<file path="src/rtl/mc_ctrl_fsm.sv">
// Multi-cycle MIPS control unit: sequences fetch/decode/execute/memory/
// write-back steps, with memory wait-state timeout and retire counting.
module mc_ctrl_fsm #(
    parameter int MEM_TIMEOUT = 255,
    parameter int CNT_W       = 32
) (
    input  logic             clk,
    input  logic             rst_n,
    input  logic [5:0]       opcode,
    input  logic             zero,
    input  logic             mem_ready,
    output logic             pc_en,
    output logic [1:0]       pc_src,
    output logic             ir_write,
    output logic             i_or_d,
    output logic             mem_read,
    output logic             mem_write,
    output logic             reg_write,
    output logic             reg_dst,
    output logic             mem_to_reg,
    output logic             alu_src_a,
    output logic [1:0]       alu_src_b,
    output logic [1:0]       alu_op,
    output logic [3:0]       state,
    output logic             retire,
    output logic             illegal,
    output logic             bus_err,
    output logic [CNT_W-1:0] instr_count
);

    localparam int WW = (MEM_TIMEOUT < 1) ? 1 : $clog2(MEM_TIMEOUT + 1);
    localparam logic [WW-1:0] TO = WW'(MEM_TIMEOUT);

    typedef enum logic [3:0] {
        FETCH     = 4'd0,
        DECODE    = 4'd1,
        MEM_ADDR  = 4'd2,
        MEM_RD    = 4'd3,
        MEM_WB    = 4'd4,
        MEM_WR    = 4'd5,
        R_EXEC    = 4'd6,
        R_WB      = 4'd7,
        BRANCH    = 4'd8,
        ADDI_EXEC = 4'd9,
        ADDI_WB   = 4'd10,
        JUMP      = 4'd11
    } state_e;

    state_e            state_q, state_d;
    logic [WW-1:0]     wait_q, wait_d;
    logic [CNT_W-1:0]  cnt_q, cnt_d;
    logic              waiting;
    logic              timeout;

    always_ff @(posedge clk or negedge rst_n) begin
        if (!rst_n) begin
            state_q <= FETCH;
            wait_q  <= '0;
            cnt_q   <= '0;
        end else begin
            state_q <= state_d;
            wait_q  <= wait_d;
            cnt_q   <= cnt_d;
        end
    end

    always_comb begin
        state_d    = FETCH;
        waiting    = 1'b0;
        pc_en      = 1'b0;
        pc_src     = 2'b00;
        ir_write   = 1'b0;
        i_or_d     = 1'b0;
        mem_read   = 1'b0;
        mem_write  = 1'b0;
        reg_write  = 1'b0;
        reg_dst    = 1'b0;
        mem_to_reg = 1'b0;
        alu_src_a  = 1'b0;
        alu_src_b  = 2'b00;
        alu_op     = 2'b00;
        retire     = 1'b0;
        illegal    = 1'b0;
        bus_err    = 1'b0;
        case (state_q)
            FETCH: begin
                mem_read  = 1'b1;
                alu_src_b = 2'b01;
                ir_write  = mem_ready;
                pc_en     = mem_ready;
                waiting   = !mem_ready;
                state_d   = mem_ready ? DECODE : FETCH;
            end
            DECODE: begin
                alu_src_b = 2'b11;
                case (opcode)
                    6'h00:        state_d = R_EXEC;
                    6'h23, 6'h2B: state_d = MEM_ADDR;
                    6'h04:        state_d = BRANCH;
                    6'h08:        state_d = ADDI_EXEC;
                    6'h02:        state_d = JUMP;
                    default: begin
                        state_d = FETCH;
                        illegal = 1'b1;
                    end
                endcase
            end
            MEM_ADDR: begin
                alu_src_a = 1'b1;
                alu_src_b = 2'b10;
                state_d   = (opcode == 6'h2B) ? MEM_WR : MEM_RD;
            end
            MEM_RD: begin
                mem_read = 1'b1;
                i_or_d   = 1'b1;
                waiting  = !mem_ready;
                state_d  = mem_ready ? MEM_WB : MEM_RD;
            end
            MEM_WB: begin
                reg_write  = 1'b1;
                mem_to_reg = 1'b1;
                retire     = 1'b1;
            end
            MEM_WR: begin
                mem_write = 1'b1;
                i_or_d    = 1'b1;
                retire    = mem_ready;
                waiting   = !mem_ready;
                state_d   = mem_ready ? FETCH : MEM_WR;
            end
            R_EXEC: begin
                alu_src_a = 1'b1;
                alu_op    = 2'b10;
                state_d   = R_WB;
            end
            R_WB: begin
                reg_write = 1'b1;
                reg_dst   = 1'b1;
                retire    = 1'b1;
            end
            BRANCH: begin
                alu_src_a = 1'b1;
                alu_op    = 2'b01;
                pc_src    = 2'b01;
                pc_en     = zero;
                retire    = 1'b1;
            end
            ADDI_EXEC: begin
                alu_src_a = 1'b1;
                alu_src_b = 2'b10;
                state_d   = ADDI_WB;
            end
            ADDI_WB: begin
                reg_write = 1'b1;
                retire    = 1'b1;
            end
            JUMP: begin
                pc_src = 2'b10;
                pc_en  = 1'b1;
                retire = 1'b1;
            end
            default: state_d = FETCH;
        endcase

        // A late ready on the timeout cycle still wins: waiting is already 0.
        timeout = waiting && (wait_q == TO);
        if (timeout) begin
            bus_err   = 1'b1;
            ir_write  = 1'b0;
            pc_en     = 1'b0;
            mem_write = 1'b0;
            state_d   = FETCH;
        end

        if (!rst_n) begin
            pc_en     = 1'b0;
            ir_write  = 1'b0;
            reg_write = 1'b0;
            mem_write = 1'b0;
            retire    = 1'b0;
            illegal   = 1'b0;
            bus_err   = 1'b0;
        end

        if (timeout || state_d != state_q) begin
            wait_d = '0;
        end else if (waiting) begin
            wait_d = wait_q + WW'(1);
        end else begin
            wait_d = '0;
        end

        cnt_d = retire ? cnt_q + CNT_W'(1) : cnt_q;
    end

    assign state       = state_q;
    assign instr_count = cnt_q;

endmodule

</file>
<file path="config.mk">
export PLATFORM = sky130hd
export DESIGN_NAME = mc_ctrl_fsm
export DESIGN_NICKNAME = d
export VERILOG_FILES = /design/src/rtl/mc_ctrl_fsm.sv
export SDC_FILE = /design/constraint.sdc
export NUM_CORES = 1
export LEC_CHECK = 0
export ABC_CLOCK_PERIOD_IN_PS = 2000
export CAP_MARGIN = 0
export CORE_ASPECT_RATIO = 0.9
export CORE_UTILIZATION = 44
export DETAILED_ROUTE_END_ITERATION = 8
export HOLD_SLACK_MARGIN = 0.12
export PLACE_DENSITY = 0.73
export SKIP_LAST_GASP = 1
export SYNTH_ARGS = -nofsm -noshare
export SYNTH_HDL_FRONTEND = slang
export SYNTH_SLANG_ARGS = --single-unit
</file>
<file path="constraint.sdc">
create_clock -name clk -period 2 [get_ports clk]
set_clock_uncertainty 0.15 [all_clocks]
set_input_delay 0.4 -clock clk [delete_from_list [all_inputs] [get_ports clk]]
set_output_delay 0.4 -clock clk [all_outputs]
set_load 0.01 [all_outputs]
</file>
==> reports/metrics.csv <==
stage,metric,value,unit
hold_path,HP Class,primary input to async pin,
yosys,"Top FF cell, synth",dfrtp_1,
status,status,"complete, but fails checks",
route,vias,2594,
sta,final worst path period share,116,%
sta,RSZ-0062 raised after global routing,true,
clock_tree,"Clk pin slew, worst setup/hold paths",0.09,ns
die,Die Y-Extent,73.2,um
sta,fmax,430,MHz
yosys,number of enable flip-flop cells after synthesis,0,
worst_setup_path,Worst setup SP type,register,
die,# rows,25,
placed_design,DP Wirelength,4.65,mm
yosys,"Net Count, Synth",276,
route,DR pass1 iterations,4,
yosys,Syn Inst Count,264,
die,# IOs,64,
route,vias per cell,5.38,
global_route,Overflow after GRT,0,
power_and_ir_drop,Pwr Density,780,nW/um^2
power_and_ir_drop,worst vdd ir,0.644,mV
clock_tree,Longest Clk Path Bufs,2,
cells_and_area,layout cells sized above 1,47.0,%
worst_setup_path,"Critical Path, Cell by Cell",xnor2_2 -> a2111o_1 -> nand2b_4 -> nor2_2 -> buf_2,
global_route,vias in the first global route,2610,
sta,min Tclk post-route,2.33,ns
cells_and_area,nets@finish,426,
clock_tree,htree depth,2,
route,WL/cell,17.3,um
sta,Final WS setup,-0.325,ns
cells_and_area,P&R area growth vs syn,79.6,%
yosys,synthesized area,2470,um^2
route,"antenna viol nets, final",0,
die,die width,81.1,um
yosys,"FFs w/ async S/R, synth",100,%
global_route,GRT Util Overall,28.5,%
cells_and_area,final core utilization,83.1,%
sta,relative slew slack,67.8,%
global_route,largest net degree at the start of global routing,39,
cells_and_area,final cell count without fillers,482,
worst_setup_path,crit path max fanout,4,
worst_setup_path,Max stage delay on crit path,0.46,ns
placed_design,cell count after placement,442,
die,core footprint,5350,um^2
worst_setup_path,R2R Setup Slk,-0.24,ns
worst_setup_path,CP max stage cell,dfrtp_2,
worst_setup_path,critical path class,register to output port,
cells_and_area,ANT cells,0,
sta,Setup TNS,-4.56,ns
placed_design,GPL Wtd Cong,0.864,
yosys,Yosys warning total,0,
cells_and_area,Layout fillers,291,
sta,Final Hold Vio Count,0,
worst_setup_path,CP top delay family,flip-flops,
worst_setup_path,WP data arrival,1.78,ns
worst_setup_path,CP endpoint kind,output port,
clock_tree,clk sinks,44,
route,Initial DRC Count,200,
cells_and_area,Seq. cell area,1100,um^2
die,die area,5930,um^2
clock_tree,number of buffers created by CTS,5,
yosys,synthesized area per cell,9.37,um^2
yosys,synthesized flop and latch total,44,
power_and_ir_drop,P_leak,2.24,nW
route,DR DRC count,0,
worst_setup_path,worst reg-to-reg path cell count,10,
route,final wirelength,8.35,mm
clock_tree,"Clk Latency, worst-skew pair",0.31,ns
sta,WHS,0.175,ns
clock_tree,Clock Tree Root,clkbuf_8,
yosys,Yosys cell types,45,
sta,Setup Viol. Count Final,38,
placed_design,Port Buffers,63,
die,Initial Util,46.3,%
run,max cap viols,0,
global_route,initial antenna violation count,0,
global_route,first-pass GRT wire length,12.6,mm
worst_setup_path,WP data required,1.45,ns
worst_setup_path,Reg2Reg Capture Point,instr_count[14],
yosys,"Seq/Total Area, Yosys",44.5,%
cells_and_area,multi-input combinational cell area,1720,um^2
sta,Worst Max-Slew Pin Slew,0.482,ns
status,failing checks,setup timing,
worst_setup_path,crit path buf inv count,1,
clock_tree,CTS tree,built,
sta,pins over their slew limit,0,
worst_setup_path,Reg-to-Reg Start,state[0],
[flip-flops by register name (all words and copies together), names as in the netlist]
name         cells
wait_q           8
state            4
instr_count     32
[layout by cell type (no fill, tap or decap), types with 4 or more instances in the layout]
master / synthesis / routed
dlygate4sd2_1: 0 / 6
nand2_1: 18 / 15
nor3_4: 0 / 12
nor2_4: 0 / 16
xor2_1: 25 / 24
a21oi_1: 6 / 6
nand3_1: 14 / 13
nand2b_4: 1 / 4
nand4_1: 9 / 9
buf_4: 3 / 62
nor3_2: 2 / 5
buf_6: 0 / 32
nor2_1: 36 / 17
clkbuf_8: 0 / 5
nor3_1: 19 / 4
o21ai_0: 5 / 4
and4_1: 5 / 5
buf_2: 4 / 15
xnor2_2: 0 / 4
clkdlybuf4s50_1: 0 / 33
inv_1: 11 / 9
dfrtp_1: 44 / 41
xnor2_1: 14 / 10
[stage by stage]
| step | setup slack (ns) | cell area [um^2] | power [W] |
|---|---|---|---|
| 6_report | -0.325 | 4440 | 0.00347 |
| 2_1_floorplan | -0.0123 | 2500 | 0.00163 |
| 3_3_place_gp | -0.634 | 3600 | 0.00229 |
| 4_1_cts | -0.283 | 4220 | 0.00327 |
| 5_1_grt | -0.366 | 4440 | 0.00363 |
| 3_5_place_dp | -0.657 | 3600 | 0.00230 |
[cell type report]
| cell class | count | area share, % |
|---|---|---|
| Clock inverter | 3 | 0.957 |
| Sequential cell | 44 | 24.9 |
| Inverter | 11 | 0.985 |
| Multi-Input combinational cell | 197 | 38.7 |
| Tap cell | 67 | 1.89 |
| Timing Repair Buffer | 155 | 31.0 |
| Clock buffer | 5 | 1.55 |
[Yosys cell counts, types with 3 or more instances]
master / number / share of area, %
a21oi_1: 6 / 1.2
and3_1: 4 / 1.0
and4_1: 5 / 1.8
buf_2: 4 / 0.81
buf_4: 3 / 0.91
clkbuf_1: 4 / 0.61
dfrtp_1: 44 / 44
inv_1: 11 / 1.7
nand2_1: 18 / 2.7
nand2b_1: 5 / 1.3
nand3_1: 14 / 2.8
nand4_1: 9 / 2.3
nor2_1: 36 / 5.5
nor3_1: 19 / 3.8
o21ai_0: 5 / 1.0
or3_1: 3 / 0.76
xnor2_1: 14 / 5.0
xor2_1: 25 / 8.8
[cells by family (layout without fill, tap and decap cells)]
group                      Yosys count  after routing  share of synthesized area (%)
and+or+nand+nor                    126            126                           27.1
DFF                                 44             44                           44.5
xor gates and xnor gates            39             39                           13.8
AOI/OAI and AO/OA                   26             26                           7.68
buffers and inverters               23            174                           4.15
muxes                                4              4                           1.72
adders and majority gates            2              2                           1.01
[report_power, final]
group | total (W) | internal [W] | switching, W | leakage [nW]
sequential | 0.00103 | 0.000961 | 0.0000723 | 0.577
combinational | 0.00175 | 0.000939 | 0.000812 | 1.61
clock | 0.000684 | 0.000370 | 0.000315 | 0.0541
total | 0.00347 | 0.00227 | 0.00120 | 2.24
[worst max-delay path by stage]
stage,start,to,slack [ns],cells past startpoint
2_1_floorplan,state[1],mem_write,-0.01,5
3_3_place_gp,mem_ready,mem_write,-0.63,5
3_5_place_dp,mem_ready,mem_write,-0.66,5
4_1_cts,state[2],mem_write,-0.28,5
5_1_grt,state[2],mem_write,-0.37,5
6_report,state[2],bus_err,-0.33,5
[worst reg2reg max path: cells and delay by family, from the launching register on]
family / cells / cell delay [ns]
xor gates and xnor gates: 1 / 0.19
buffers and inverters: 5 / 0.72
DFF: 1 / 0.42
and+or+nand+nor: 3 / 0.40
AOI/OAI and AO/OA: 1 / 0.27
[routing by layer]
metal  share of wire (%)  wire [um]  vias up  track usage [%]
li1                    -          -     1216                -
met1                  41       3460     1281             35.1
met2                  52       4370       78             49.8
met3                 4.0        334       19             5.13
met4                 2.2        180        0             10.5
met5                   0          0        -                0
[what timing repair did]
action	4_1_cts	5_1_grt
setup buffers	27	10
endpoints found under the hold margin	6	0
gates resized for setup	168	60
gates cloned	2	0
pin swaps	43	28
setup endpoints to repair	43	50
hold buffers	1	0
Power figures use the tool's default switching activity.
